[config.mk]
export PLATFORM = sky130hd
export DESIGN_NAME = dmem_arbiter
export DESIGN_NICKNAME = d
export VERILOG_FILES = /design/src/rtl/dmem_arbiter.sv
export SDC_FILE = /design/constraint.sdc
export NUM_CORES = 1
export LEC_CHECK = 0
export BUFFER_PORTS_ARGS = -buffer_cell sky130_fd_sc_hd__buf_2
export CORE_AREA = 8 8 109 111
export CTS_BUF_LIST = sky130_fd_sc_hd__clkbuf_4 sky130_fd_sc_hd__clkbuf_8
export CTS_CLUSTER_SIZE = 8
export DETAILED_ROUTE_END_ITERATION = 12
export DIE_AREA = 0 0 117 119
export PLACE_DENSITY_LB_ADDON = 0.3
export SLEW_MARGIN = 15
export SYNTH_ARGS = -nofsm -noshare
export SYNTH_HDL_FRONTEND = slang
export SYNTH_SLANG_ARGS = --single-unit
[constraint.sdc]
create_clock -name clk -period 2.6 [get_ports clk]
set_input_delay 0.39 -clock clk [delete_from_list [all_inputs] [get_ports clk]]
set_output_delay 0.39 -clock clk [all_outputs]
set_load 0.02 [all_outputs]
[src/rtl/dmem_arbiter.sv]
// rtl/dmem_arbiter.sv - data memory arbiter between the core and a debug/loader port
module dmem_arbiter #(
    parameter int MAX_CPU_WINS = 4
) (
    input  logic        clk,
    input  logic        reset,
    input  logic        cpu_mem_read,
    input  logic        cpu_mem_write,
    input  logic [31:0] cpu_addr,
    input  logic [31:0] cpu_wdata,
    output logic [31:0] cpu_rdata,
    output logic        cpu_stall,
    input  logic        dbg_req,
    input  logic        dbg_we,
    input  logic [31:0] dbg_addr,
    input  logic [31:0] dbg_wdata,
    output logic        dbg_ack,
    output logic [31:0] dbg_rdata,
    output logic        mem_read,
    output logic        mem_write,
    output logic [31:0] mem_addr,
    output logic [31:0] mem_wdata,
    input  logic [31:0] mem_rdata
);

    typedef enum logic {
        IDLE = 1'b0,
        ACK  = 1'b1
    } state_t;

    localparam logic [3:0] MAX_WINS = 4'(MAX_CPU_WINS);

    state_t     state;
    logic [3:0] wait_cnt;
    logic       cpu_acc;
    logic       dbg_serve;

    assign cpu_acc   = cpu_mem_read | cpu_mem_write;
    // Debug owns the port when the core is idle or has used up its consecutive wins.
    assign dbg_serve = !reset && (state == IDLE) && dbg_req &&
                       (!cpu_acc || (wait_cnt >= MAX_WINS));
    // Only a contended debug win freezes the core; an uncontended one is invisible to it.
    assign cpu_stall = dbg_serve && cpu_acc;
    assign cpu_rdata = mem_rdata;

    // Memory port mux; both enables are forced low during reset.
    always_comb begin
        mem_read  = 1'b0;
        mem_write = 1'b0;
        mem_addr  = cpu_addr;
        mem_wdata = cpu_wdata;
        if (reset) begin
            mem_read  = 1'b0;
            mem_write = 1'b0;
        end else if (dbg_serve) begin
            mem_read  = !dbg_we;
            mem_write = dbg_we;
            mem_addr  = dbg_addr;
            mem_wdata = dbg_wdata;
        end else begin
            mem_read  = cpu_mem_read;
            mem_write = cpu_mem_write;
        end
    end

    // Two-state service FSM with starvation counter and registered ack/read data.
    always_ff @(posedge clk) begin
        if (reset) begin
            state     <= IDLE;
            wait_cnt  <= 4'd0;
            dbg_ack   <= 1'b0;
            dbg_rdata <= 32'd0;
        end else begin
            dbg_ack <= dbg_serve;
            case (state)
                IDLE: begin
                    if (dbg_serve) begin
                        state    <= ACK;
                        wait_cnt <= 4'd0;
                        if (!dbg_we) begin
                            dbg_rdata <= mem_rdata;
                        end
                    end else if (dbg_req && cpu_acc) begin
                        wait_cnt <= wait_cnt + 4'd1;
                    end else begin
                        wait_cnt <= 4'd0;
                    end
                end
                ACK: begin
                    state    <= IDLE;
                    wait_cnt <= 4'd0;
                end
                default: begin
                    state    <= IDLE;
                    wait_cnt <= 4'd0;
                end
            endcase
        end
    end

endmodule

# == Word-level counts from Yosys, hierarchy flattened ==
# Cells that the tools add are included.
# totals
regBits,38
inputBits,166
word_cells,32
# classes
n_addsub,1
order_cmp,1
n_mux,13
bitwise_logic,3
n_reduce_logical,10
# op_table
op,count
32-bit two-way mux,4
4-bit two-way mux,2
4-bit one-hot mux with 2 select lines,1
1-bit logical AND,5
1-bit two-way mux,5
4-bit by 1-bit adder with 4-bit output (second input constant),1
4-bit by 3-bit >= comparator with 1-bit output (second input constant),1
1-bit zero test,3
3-bit AND reduction,1
1-bit NOT,2
1-bit one-hot mux with 2 select lines,1
1-bit logical OR,1
1-bit bitwise OR,1

# == Longest topological paths before layout ==
# depth
word_depth,6
mapped_depth,5

# == Worst setup path before layout ==
# OpenSTA, ideal clock, no wires.
# synth_path
kind,in2out
from,input port cpu_mem_write
to,output port cpu_stall
t_arrival_ns,1.567
t_required_ns,2.210
slack_ns,0.643
path_stages,5
cell_sequence,nor2_1 -> o21a_4 -> buf_12 -> buf_8 -> nor2b_1
# synth_via
elab_chain_cells,5
# synth_rtl
element,line,source
start: declaration,8,"input logic cpu_mem_write,"
1-bit bitwise OR *,38,assign cpu_acc = cpu_mem_read | cpu_mem_write;
1-bit zero test,41,(!cpu_acc || (wait_cnt >= MAX_WINS));
1-bit logical OR,41,
1-bit logical AND,40,assign dbg_serve = !reset && (state == IDLE) && dbg_req &&
1-bit logical AND *,43,assign cpu_stall = dbg_serve && cpu_acc;
end: declaration,12,"output logic cpu_stall,"
# Every way passes the cells marked *; elsewhere a longest branch is shown, timed or not.

# == Worst setup path after layout ==
# layout_path
from,register state
to,output port mem_wdata[13]
# layout_via
elab_chain_cells,6
# layout_rtl
element,line,source
start: declaration,33,state_t state;
start signal: assignment,69,state <= IDLE;
start signal: assignment,78,state <= ACK;
start signal: assignment,90,state <= IDLE;
1-bit NOT,-,
1-bit logical AND (3 in a row),40,
32-bit two-way mux,55,end else if (dbg_serve) begin
32-bit two-way mux,52,if (reset) begin
end: declaration,22,"output logic [31:0] mem_wdata,"
# No other way between the ends.

==> metrics.json <==
{
  "crit_arrival_ns": 1.99,
  "cts-buffers-inserted": 5,
  "finalSetupViolCount": 0,
  "max-cap-violations": 0,
  "synth_cell_type_count": 25,
  "drcViolationCount": 0,
  "hpwl_um": 9710,
  "timing.setup.critical_path_class": "flip-flop to output pin",
  "dieWidth_um": 117,
  "diodes": 0,
  "period_needed_ns": 2.38,
  "synth.cells.most_frequent": "sky130_fd_sc_hd__mux2_2, sky130_fd_sc_hd__dfxtp_1, sky130_fd_sc_hd__buf_4",
  "synth_top_cell_area_share_pct": 33.3,
  "synth.ff_latch_count": 38,
  "netlist.top_cell.by_area": "sky130_fd_sc_hd__mux2_2",
  "ir_worst_vdd_uv": 226,
  "fin_tns_setup_ns": 0,
  "finalMaxSlewViolations": 0,
  "yosysMostFrequentCell": "sky130_fd_sc_hd__mux2_2",
  "area.growth.synth_to_final_pct": 55.7,
  "final_util_pct": 40.7,
  "globalRoute.totalOverflow": 0,
  "postCtsResizedCells": 0,
  "post-route-period-util_pct": 91.6,
  "mappedNetlistNets": 399,
  "worst_hold_path_type": "primary input to flip-flop",
  "ctsLongestPathBuffers": 2,
  "timing.fmax_ghz": 0.420,
  "synth.yosys.seq_area_share_pct": 28.9,
  "num-nets-final": 668,
  "cts_hold_buf": 0,
  "wire_length_of_the_first_global_routing_pass_um": 16000,
  "hold_violations": 0,
  "total_leakage_power_nw": 2.25,
  "path_clk_slew_ns": 0.08,
  "die_height_um": 119,
  "cts_tree": "built",
  "r2r-start": "wait_cnt[2]$_SDFF_PP0_",
  "fill_cells": 1047,
  "synth_ff_type": "sky130_fd_sc_hd__dfxtp_1",
  "syn_area_um2": 2640,
  "avgSynthCellArea_um2": 11.4,
  "critical_path_capture_point_type": "output pin",
  "finalClockSkew_ns": 0.0109,
  "detailedRoute.firstIterationViolations": 92,
  "synth_enable_flop_cells": 0,
  "timing.rr.end": "dbg_rdata[19]$_SDFFE_PP0P_",
  "die_footprint_um2": 13900,
  "min-delay-start": "mem_rdata[21]",
  "fp.coreArea_um2": 10100,
  "hold-path-cell-count": 2,
  "ys_async_rst_share_pct": 0,
  "startpoint_type": "flip-flop",
  "drive_above_1_share_pct": 82.5,
  "h-tree-depth": 2,
  "rows": 37,
  "clkLatencyLatePin_ns": 0.28,
  "drt-vias-per-instance": 4.16,
  "io_buffer_count": 297,
  "required_time_at_the_endpoint_of_the_critical_path_ns": 2.21,
  "first_global_vias": 3003,
  "grt_setup_unrepaired": "false",
  "wl_per_cell_um": 17.0,
  "ys_top_cells_by_area": "sky130_fd_sc_hd__mux2_2, sky130_fd_sc_hd__dfxtp_1, sky130_fd_sc_hd__buf_4",
  "power_density_nw_per_um2": 405,
  "floorplan.io_pins": 298,
  "grt_antenna_before_repair": 1,
  "synthesis.instances": 232,
  "start_util_pct": 26.1,
  "route.final.wire_length_um": 10900,
  "cts_setup_buffers": 0,
  "route.antenna.remaining_nets": 0,
  "dr.pass1.iters": 4,
  "grt_util_all_layers_pct": 14.7,
  "routed-via-count": 2654,
  "worst_path_max_fanout": 26,
  "yosysWarningCount": 0,
  "holdPathEnd": "dbg_rdata[21]$_SDFFE_PP0P_",
  "worstRegToRegCells": 4,
  "outcome": "completed",
  "clk_sink_count": 38,
  "reg2reg_setup_slack_ns": 0.97,
  "largest_net_degree_at_the_start_of_global_routing": 34,
  "routabilityCongestion": 0.814,
  "clk_root_buffer_cell": "sky130_fd_sc_hd__clkbuf_8"
}
critical path, cell delays in order (launching register included):
cell and delay, ns:
sky130_fd_sc_hd__dfxtp_1 0.33, sky130_fd_sc_hd__nor3b_4 0.23, sky130_fd_sc_hd__o21a_4 0.34, sky130_fd_sc_hd__buf_12 0.22, sky130_fd_sc_hd__mux2_2 0.40, sky130_fd_sc_hd__buf_2 0.17
layout make-up:
class / instances / area, µm² / share of cell area, %
repair buffers: 307 / 1570 / 38.3
multi-input cells: 146 / 1490 / 36.4
flip-flops and latches: 38 / 761 / 18.5
well taps: 136 / 170 / 4.15
clock buffers: 6 / 82.6 / 2.01
clock inverters: 2 / 12.5 / 0.305
inverters: 3 / 11.3 / 0.274
report_power, final:
part	switching, mW	internal, mW	leakage (nW)	total (mW)
combinational	0.336	0.297	1.90	0.633
sequential	0.00917	0.606	0.310	0.615
clock	0.202	0.213	0.0472	0.415
sequential cells by signal, indices dropped and copies added, names as in the netlist:
signal	count
dbg_rdata	32
dbg_ack	1
wait_cnt	4
state	1
metal layers:
layer	global-route usage, %	up-vias	wire length (µm)	part of all wire (%)
met2	27.6	162	5690	52
met1	14.8	1181	3910	36
met3	5.26	15	1120	10
met4	3.28	2	138	1.3
met5	0	-	13	0.12
li1	-	1294	-	-
layout by cell type (no fill, tap or decap), drive strengths merged:
cell	synthesis	layout
buf	42	307
clkbuf	3	6
clkinv	0	1
clkinvlp	0	1
conb	1	1
dfxtp	38	38
ha	1	1
inv	3	3
mux2	96	96
nand2	1	1
nor2	4	4
nor2b	33	33
nor3b	1	1
o211a	1	1
o211ai	2	2
o21a	2	2
o21ai	1	1
or2	1	1
or3b	1	1
xnor2	1	1
per-stage QoR:
step	std cells	instance area [µm²]	hold slack, ns	power [mW]	setup slack [ns]
after floorplan	232	2640	0.397	1.03	0.643
after global placement	630	4010	0.406	1.27	0.315
after detailed placement	630	4010	0.418	1.27	0.287
after CTS	638	4110	0.322	1.70	0.178
after global routing	638	4110	0.323	1.75	0.141
final	638	4110	0.332	1.66	0.217
worst max path at each step:
stage	from	to	slack, ns	depth (start not counted)
6_report	state$_SDFF_PP0_	mem_wdata[13]	0.22	5
5_1_grt	state$_SDFF_PP0_	mem_wdata[13]	0.14	5
4_1_cts	state$_SDFF_PP0_	mem_wdata[13]	0.18	5
3_5_place_dp	reset	mem_wdata[13]	0.29	6
3_3_place_gp	reset	mem_wdata[13]	0.32	6
2_1_floorplan	cpu_mem_write	cpu_stall	0.64	5
kinds of logic (layout without fill, tap and decap cells):
family	Yosys count	in the layout	share of synthesized area [%]
mux	96	96	43.3
other cells	1	1	0.142
compound gates	6	6	2.52
fa+ha+maj	1	1	0.475
flops	38	38	28.9
simple gates	41	41	9.92
xor+xnor	1	1	0.332
buf+inv	48	318	14.5
(Power assumes the default switching activity.)
